## src/rtl/contador_sched.sv

```systemverilog
// contador_sched: round-robin owner of a shared 4-bit contador.
// Two requesters (A, B) hand in {mode, load value, step count} through a
// valid/ready handshake. The scheduler drives the counter's ENB/MODO/D for
// the commanded number of enabled cycles. It then waits one cycle so the
// counter's registered Q/RCO settle, and reports the final Q plus a sticky
// "RCO was seen" flag in a one-cycle completion record.
module contador_sched #(
  parameter int STEP_W = 4
) (
  input  logic              CLK,
  input  logic              RESET_L,
  input  logic              A_VALID,
  input  logic [1:0]        A_MODO,
  input  logic [3:0]        A_D,
  input  logic [STEP_W-1:0] A_STEPS,
  output logic              A_READY,
  input  logic              B_VALID,
  input  logic [1:0]        B_MODO,
  input  logic [3:0]        B_D,
  input  logic [STEP_W-1:0] B_STEPS,
  output logic              B_READY,
  output logic              CNT_ENB,
  output logic [1:0]        CNT_MODO,
  output logic [3:0]        CNT_D,
  input  logic [3:0]        CNT_Q,
  input  logic              CNT_RCO,
  output logic              DONE_VALID,
  output logic              DONE_ID,
  output logic [3:0]        DONE_Q,
  output logic              DONE_RCO
);

  typedef enum logic [1:0] {ST_IDLE, ST_RUN, ST_WAIT, ST_DONE} state_t;

  state_t            state_q, state_d;
  logic              rr_q, rr_d;              // 0: A wins a tie, 1: B wins a tie
  logic              rcoseen_q, rcoseen_d;
  logic              enb_prev_q;              // CNT_ENB as it was one cycle ago
  logic              id_q, id_d;
  logic [STEP_W-1:0] left_q, left_d;          // enabled cycles still to issue
  logic              cnt_enb_q, cnt_enb_d;
  logic [1:0]        cnt_modo_q, cnt_modo_d;
  logic [3:0]        cnt_d_q, cnt_d_d;
  logic              done_valid_q, done_valid_d;
  logic              done_id_q, done_id_d;
  logic [3:0]        done_q_q, done_q_d;
  logic              done_rco_q, done_rco_d;

  logic              a_gnt, b_gnt, accept;
  logic [1:0]        sel_modo;
  logic [3:0]        sel_d;
  logic [STEP_W-1:0] sel_steps, eff_steps;

  // Grant decode, ready outputs and the command selected for latching
  always_comb begin
    a_gnt     = A_VALID & (~B_VALID | ~rr_q);
    b_gnt     = B_VALID & (~A_VALID | rr_q);
    accept    = (state_q == ST_IDLE) & (a_gnt | b_gnt);
    // RESET_L gating keeps READY low while reset is held, even though the
    // state register already sits in IDLE.
    A_READY   = RESET_L & (state_q == ST_IDLE) & a_gnt;
    B_READY   = RESET_L & (state_q == ST_IDLE) & b_gnt;
    sel_modo  = b_gnt ? B_MODO  : A_MODO;
    sel_d     = b_gnt ? B_D     : A_D;
    sel_steps = b_gnt ? B_STEPS : A_STEPS;
    // A parallel load is always exactly one enabled cycle.
    eff_steps = (sel_modo == 2'b11) ? STEP_W'(1) : sel_steps;
  end

  // Next-state and registered-output decode
  always_comb begin
    state_d      = state_q;
    rr_d         = rr_q;
    id_d         = id_q;
    left_d       = left_q;
    rcoseen_d    = rcoseen_q | (enb_prev_q & CNT_RCO);
    cnt_enb_d    = cnt_enb_q;
    cnt_modo_d   = cnt_modo_q;
    cnt_d_d      = cnt_d_q;
    done_valid_d = 1'b0;
    done_id_d    = done_id_q;
    done_q_d     = done_q_q;
    done_rco_d   = done_rco_q;
    unique case (state_q)
      ST_IDLE: begin
        if (accept) begin
          id_d       = b_gnt;
          rr_d       = ~b_gnt;
          rcoseen_d  = 1'b0;
          cnt_modo_d = sel_modo;
          cnt_d_d    = sel_d;
          if (eff_steps == '0) begin
            // Nothing to run: report immediately with the untouched Q.
            state_d      = ST_DONE;
            done_valid_d = 1'b1;
            done_id_d    = b_gnt;
            done_q_d     = CNT_Q;
            done_rco_d   = 1'b0;
          end else begin
            state_d   = ST_RUN;
            cnt_enb_d = 1'b1;
            left_d    = eff_steps;
          end
        end
      end
      ST_RUN: begin
        if (left_q == STEP_W'(1)) begin
          state_d   = ST_WAIT;
          cnt_enb_d = 1'b0;
        end else begin
          left_d = left_q - STEP_W'(1);
        end
      end
      ST_WAIT: begin
        // Q/RCO now reflect the last enabled edge; rcoseen_d already folds
        // in this cycle's RCO sample.
        state_d      = ST_DONE;
        done_valid_d = 1'b1;
        done_id_d    = id_q;
        done_q_d     = CNT_Q;
        done_rco_d   = rcoseen_d;
      end
      ST_DONE: begin
        state_d = ST_IDLE;
      end
      default: state_d = ST_IDLE;
    endcase
  end

  // Control and output registers, cleared asynchronously
  always_ff @(posedge CLK or negedge RESET_L) begin
    if (!RESET_L) begin
      state_q      <= ST_IDLE;
      rr_q         <= 1'b0;
      rcoseen_q    <= 1'b0;
      enb_prev_q   <= 1'b0;
      cnt_enb_q    <= 1'b0;
      cnt_modo_q   <= 2'b00;
      cnt_d_q      <= 4'h0;
      done_valid_q <= 1'b0;
      done_id_q    <= 1'b0;
      done_q_q     <= 4'h0;
      done_rco_q   <= 1'b0;
    end else begin
      state_q      <= state_d;
      rr_q         <= rr_d;
      rcoseen_q    <= rcoseen_d;
      enb_prev_q   <= cnt_enb_q;
      cnt_enb_q    <= cnt_enb_d;
      cnt_modo_q   <= cnt_modo_d;
      cnt_d_q      <= cnt_d_d;
      done_valid_q <= done_valid_d;
      done_id_q    <= done_id_d;
      done_q_q     <= done_q_d;
      done_rco_q   <= done_rco_d;
    end
  end

  // Command bookkeeping; only meaningful after an accept, so no reset needed
  always_ff @(posedge CLK) begin
    id_q   <= id_d;
    left_q <= left_d;
  end

  assign CNT_ENB    = cnt_enb_q;
  assign CNT_MODO   = cnt_modo_q;
  assign CNT_D      = cnt_d_q;
  assign DONE_VALID = done_valid_q;
  assign DONE_ID    = done_id_q;
  assign DONE_Q     = done_q_q;
  assign DONE_RCO   = done_rco_q;

endmodule

```

## config.mk

```make
export PLATFORM = sky130hd
export DESIGN_NAME = contador_sched
export DESIGN_NICKNAME = d
export VERILOG_FILES = /design/src/rtl/contador_sched.sv
export SDC_FILE = /design/constraint.sdc
export NUM_CORES = 1
export LEC_CHECK = 0
export ABC_AREA = 0
export CAP_MARGIN = 20
export CELL_PAD_IN_SITES_DETAIL_PLACEMENT = 1
export CELL_PAD_IN_SITES_GLOBAL_PLACEMENT = 1
export CORE_ASPECT_RATIO = 1.2
export CORE_MARGIN = 1
export CORE_UTILIZATION = 34
export DETAILED_ROUTE_END_ITERATION = 8
export PLACE_DENSITY = 0.84
export SLEW_MARGIN = 5
export SYNTH_ARGS = -nofsm -noshare
export SYNTH_HDL_FRONTEND = slang
export SYNTH_SLANG_ARGS = --single-unit
```

## constraint.sdc

```tcl
create_clock -name CLK -period 2 [get_ports CLK]
set_input_delay 0.4 -clock CLK [delete_from_list [all_inputs] [get_ports CLK]]
set_output_delay 0.4 -clock CLK [all_outputs]
set_load 0.02 [all_outputs]
```

**After elaboration in Yosys (flattened, before gate mapping)**

Index checks and enable logic that the tools add are counted.

- Add/sub/neg operators: 1
- Equality and inequality tests: 10
- Muxes and demuxes: 30
- Bitwise gates (word level): 15
- Reduce and logical (&&, ||, !) cells: 9

Operator list:

| operator | count |
|---|---|
| 4-bit 2-to-1 mux | 8 |
| 4-bit one-hot mux with 2 select lines | 2 |
| 1-bit 2-to-1 mux | 11 |
| 2-bit 2-to-1 mux | 4 |
| 2-bit inequality test, second input constant | 4 |
| 1-bit one-hot mux with 2 select lines | 4 |
| 2-bit one-hot mux with 4 select lines | 1 |
| 4-bit AND reduction | 2 |
| 1-bit AND | 7 |
| 2-bit equality test, second input constant | 3 |
| 4-bit by 1-bit equality test with 1-bit output, second input constant | 1 |
| 4-bit zero test | 1 |
| 1-bit inverter | 4 |
| 1-bit OR | 4 |
| 2-bit AND reduction | 2 |
| 2-bit nonzero test | 2 |
| 4-bit by 1-bit subtractor with 4-bit output, second input constant | 1 |
| 3-bit AND reduction | 1 |
| 2-bit by 1-bit equality test with 1-bit output, second input constant | 1 |
| 2-bit zero test | 1 |
| 2-bit by 1-bit inequality test with 1-bit output, second input constant | 1 |

- Register bits after elaboration: 24
- Input bits: 29
- Output and inout port bits: 16
- Logic and storage cells: 78

**Logic depth before layout (Yosys ltp)**

- Word-level depth: 10
- Mapped depth: 8
- Depth with buffers taken out: 7

**Least setup slack after synthesis**

Ideal clock, no wire load.

- Path kind: register to register
- Start: register state_q[0]
- End: register done_id_q, in the netlist DONE_ID
- Setup time: 0.125 ns
- Arrival: 1.605 ns
- Path slack: 0.270 ns
- Stages on the path, launching flop included: 9
- Buffers on the path: 1
- Period minus slack after synthesis: 1.730 ns
- Path through: dfrtp_1 -> inv_1 -> ha_1 -> buf_4 -> o21ai_4 -> inv_2 -> nand2_1 -> o221ai_4 -> mux2_4

- Word-level cells in the longest chain between the ends: 4
- Elaborated cells between the ends (all ways): 8
- Those cells by class: 3 x eq/ne; 1 x mux; 1 x bitwise; 3 x reduce/logical

RTL lines:

| element | line | source |
|---|---|---|
| start: declaration | 35 | `state_t state_q, state_d;` |
| start signal: assignment | 145 | `state_q <= state_d;` |
| 2-bit zero test | 58, 84 |  |
| 1-bit AND | 58 | `accept = (state_q == ST_IDLE) & (a_gnt \| b_gnt);` |
| 2-bit inequality test (no source line) | n/a |  |
| 3-bit AND reduction (no source line) | n/a |  |
| end signal: assignment | 153 | `done_id_q <= done_id_d;` |
| end: declaration | 45 | `logic done_id_q, done_id_d;` |

Several ways; a longest one is shown, not always the timed one.
A chain may end at the register's enable or synchronous reset.

**Worst setup path after layout**

- Start: register state_q[1]
- End: register done_q_q[1], in the netlist DONE_Q[1]

- Word-level cells in the longest chain between the ends: 4
- Elaborated cells between the ends (all ways): 8
- Those cells by class: 3 x eq/ne; 1 x mux; 1 x bitwise; 3 x reduce/logical

RTL lines:

| element | line | source |
|---|---|---|
| 2-bit zero test | 58, 84 |  |
| 1-bit AND | 58 |  |
| 2-bit inequality test (no source line) | n/a |  |
| 3-bit AND reduction (no source line) | n/a |  |
| end signal: assignment | 154 | `done_q_q <= done_q_d;` |
| end: declaration | 46 | `logic [3:0] done_q_q, done_q_d;` |

Several ways; a longest one is shown, not always the timed one.

==> impl_metrics.py <==
metrics = {
    "grt": {
        "grt_usage": 0.208,
        "grt_pass1_vias": 1436,
        "grt_max_degree": 15,
        "antenna_found_initial": 0,
        "grt_remaining_overflow": 0,
        "grt_pass1_wl_mm": 6.54,
    },
    "power": {
        "combPwrFrac": 0.565,
        "p_int_mw": 1.83,
        "seqPwrFrac": 0.308,
        "ir_worst_vdd_mv": 0.611,
        "clockPowerShare": 0.127,
        "power_density_nw_per_um2": 1410,
        "leakagePower_nw": 0.935,
        "power_switching_mw": 1.14,
        "sw_frac_of_total": 0.383,
    },
    "drt": {
        "vias": 1240,
        "drt-pass1-iter-count": 4,
        "avgViaCountPerCell": 5.08,
        "postRouteWirelength_mm": 4.12,
        "remaining_drc_errors": 0,
        "ant_nets": 0,
        "drt_iter0_drc": 17,
        "route.detailed.wl_per_inst_um": 16.9,
    },
    "floorplan": {
        "dieWidth_um": 60,
        "initial_core_util": 0.366,
        "dieArea_um2": 4300,
        "ios": 45,
        "core_area_um2": 3750,
        "chipHeight_um": 71.6,
        "core.rowCount": 24,
    },
    "clock_network": {
        "clkSlewWorstSetupHoldPaths_ps": 90,
        "clock_path_buffers": 2,
        "cts.sinks": 24,
        "cts_tree": "built",
        "cts_root_buf": "clkbuf_8",
        "numCtsBuffers": 3,
        "insertion_delay_ps": 270,
        "cts_hold_buf": 0,
        "htreeDepth": 1,
    },
    "placement": {
        "placed_cells": 240,
        "port_buffers": 44,
        "dpl_cell_area_um2": 2030,
        "dpl_worst_slack_ps": -299,
        "dp_hpwl_mm": 3.26,
        "gp_congestion": 0.829,
    },
    "synthesis": {
        "synthesis.nets": 160,
        "syn_avg_cell_area_um2": 10.9,
        "netlist_area_um2": 1370,
        "yosysUniqueCellTypes": 39,
        "yosysWarnings": 0,
        "synth_top_area_cell": "dfrtp_1",
        "yosysSeqAreaShare": 0.456,
        "synth-seq-cells": 24,
        "yosys-top-cells-area": "dfrtp_1, edfxtp_1, mux2i_1",
        "syn_inst": 126,
        "synth_top_cell_area_share": 0.346,
    },
    "cells_and_area": {
        "design_area_um2": 2100,
        "nets": 227,
        "post_layout_nonfiller_instances": 244,
        "area_growth_pct": 53.3,
        "layout-drive-gt1-share": 0.245,
        "antenna_cells": 0,
        "layout_commonest_cell": "clkdlybuf4s50_1",
        "final_cell_mix": "clkdlybuf4s50_1, buf_4, dfrtp_1",
    },
    "sta": {
        "relSlewSlack": 0.673,
        "finalCritPeriodShare": 0.972,
        "layout_setup_ws_ps": 56.8,
        "rsz0062_at_grt": "false",
        "hold_viol": 0,
        "maxSlewViolCount": 0,
        "clock.fmax_ghz": 0.515,
        "fin_skew_ps": 4.68,
        "period_needed_ps": 1940,
        "setup_viol": 0,
        "tightest_slew_ps": 490,
        "finalSetupTns_ps": 0,
        "holdWs_ps": 322,
    },
    "worst_setup_path": {
        "worstPathRequired_ps": 2160,
        "reg2regPathDepth": 9,
        "ff2ff_setup_slack_ps": 60,
        "slowest_delay_ps": 410,
        "end_kind": "register",
        "slowest_stage": "dfrtp_1",
        "critPathMaxFanout": 6,
        "criticalPathCategory": "reg2reg",
        "reg2reg_from": "state_q[1]",
        "cp.arrival_ps": 2100,
        "r2r-end": "DONE_Q[1]",
        "startpoint_type": "register",
        "crit_chain": "inv_1 -> ha_2 -> buf_4 -> o21ai_4 -> inv_2 -> nand2_1 -> o221ai_4 -> buf_12 -> mux2_4",
    },
    "status": {
        "status": "complete, no violations",
    },
    "min_path": {
        "hold_class": "in2async",
    },
    "flow_run": {
        "cap_violations": 0,
    },
}
critical path, delay by kind of cell (launching register included):
family                   cells  cell delay (ps)
buffers and inverters        4              500
AND/OR/NAND/NOR              1              100
adder cells (fa/ha/maj)      1              250
AO/OA/AOI/OAI                2              280
multiplexers                 1              300
flip-flops                   1              410
cell families after synthesis:
group,after synthesis,synth area share
AOI/OAI and AO/OA,31,0.175
DFF,24,0.456
xor gates and xnor gates,2,0.0128
adders and majority gates,5,0.0456
and+or+nand+nor,35,0.128
buffers and inverters,13,0.0447
muxes,16,0.139
metrics by stage:
step           power [mW]  utilization
2_1_floorplan        1.85            -
3_3_place_gp         2.45        0.541
3_5_place_dp         2.57        0.541
4_1_cts              2.98        0.560
5_1_grt              3.13        0.561
6_report             2.97        0.561
cell usage after synthesis, drive strengths merged:
cell and number:
and2b 1, nor3 4, nand2b 2, a311o 1, o211ai 1, mux2 6, or2 1, dfrtp 19
o221ai 1, and3 2, edfxtp 5, a21oi 10, xor2 2, o31ai 3, a32oi 1, nor2b 2
nor3b 1, nand2 15, nand3b 1, o32a 1, o21ai 9, inv 8, ha 5, clkbuf 1
nand3 2, mux2i 10, nand4 1, a31oi 2, a21boi 1, buf 4, o22a 1, nor2 3
routing by layer:
metal,global-route usage,vias up,wire (um)
met5,0,-,0
met4,0.0879,0,95
met3,0.0325,12,123
met2,0.396,39,2350
met1,0.216,607,1550
li1,-,582,-
cell type report:
cell class | instances | area [um2]
well taps | 52 | 65.1
repair buffers | 67 | 623
inverters | 8 | 30.0
clock buffers | 4 | 66.3
fillers | 427 | 1650
multi-input cells | 89 | 694
flip-flops and latches | 24 | 626
power by group through the flow:
stage	logic [mW]	registers (mW)	clock network, mW
2_1_floorplan	0.793	1.05	0
3_3_place_gp	1.55	0.898	0
3_5_place_dp	1.65	0.926	0
4_1_cts	1.68	0.915	0.385
5_1_grt	1.79	0.934	0.405
6_report	1.68	0.915	0.377
worst max path at each step:
stage / from / endpoint / cells after the start
floorplan: state_q[0] / DONE_ID / 8
global placement: A_VALID / B_READY / 6
detailed placement: A_VALID / B_READY / 6
CTS: state_q[1] / A_READY / 5
global route: state_q[0] / DONE_Q[1] / 9
finish: state_q[1] / DONE_Q[1] / 9
what timing repair did:
| item | in CTS | in global routing |
|---|---|---|
| endpoints found under the hold margin | 0 | 0 |
| buffers inserted | 0 | 0 |
| endpoints found under the setup margin | 8 | 6 |
| cloned | 0 | 0 |
| resized for setup | 7 | 4 |
flip-flops by register name, summed over array words and instances, names as in the netlist:
signal,flops
CNT_D,4
DONE_Q,4
rr_q,1
enb_prev_q,1
left_q,4
CNT_MODO,2
CNT_ENB,1
DONE_ID,1
id_q,1
DONE_VALID,1
rcoseen_q,1
DONE_RCO,1
state_q,2
Power figures use the tool's default switching activity.
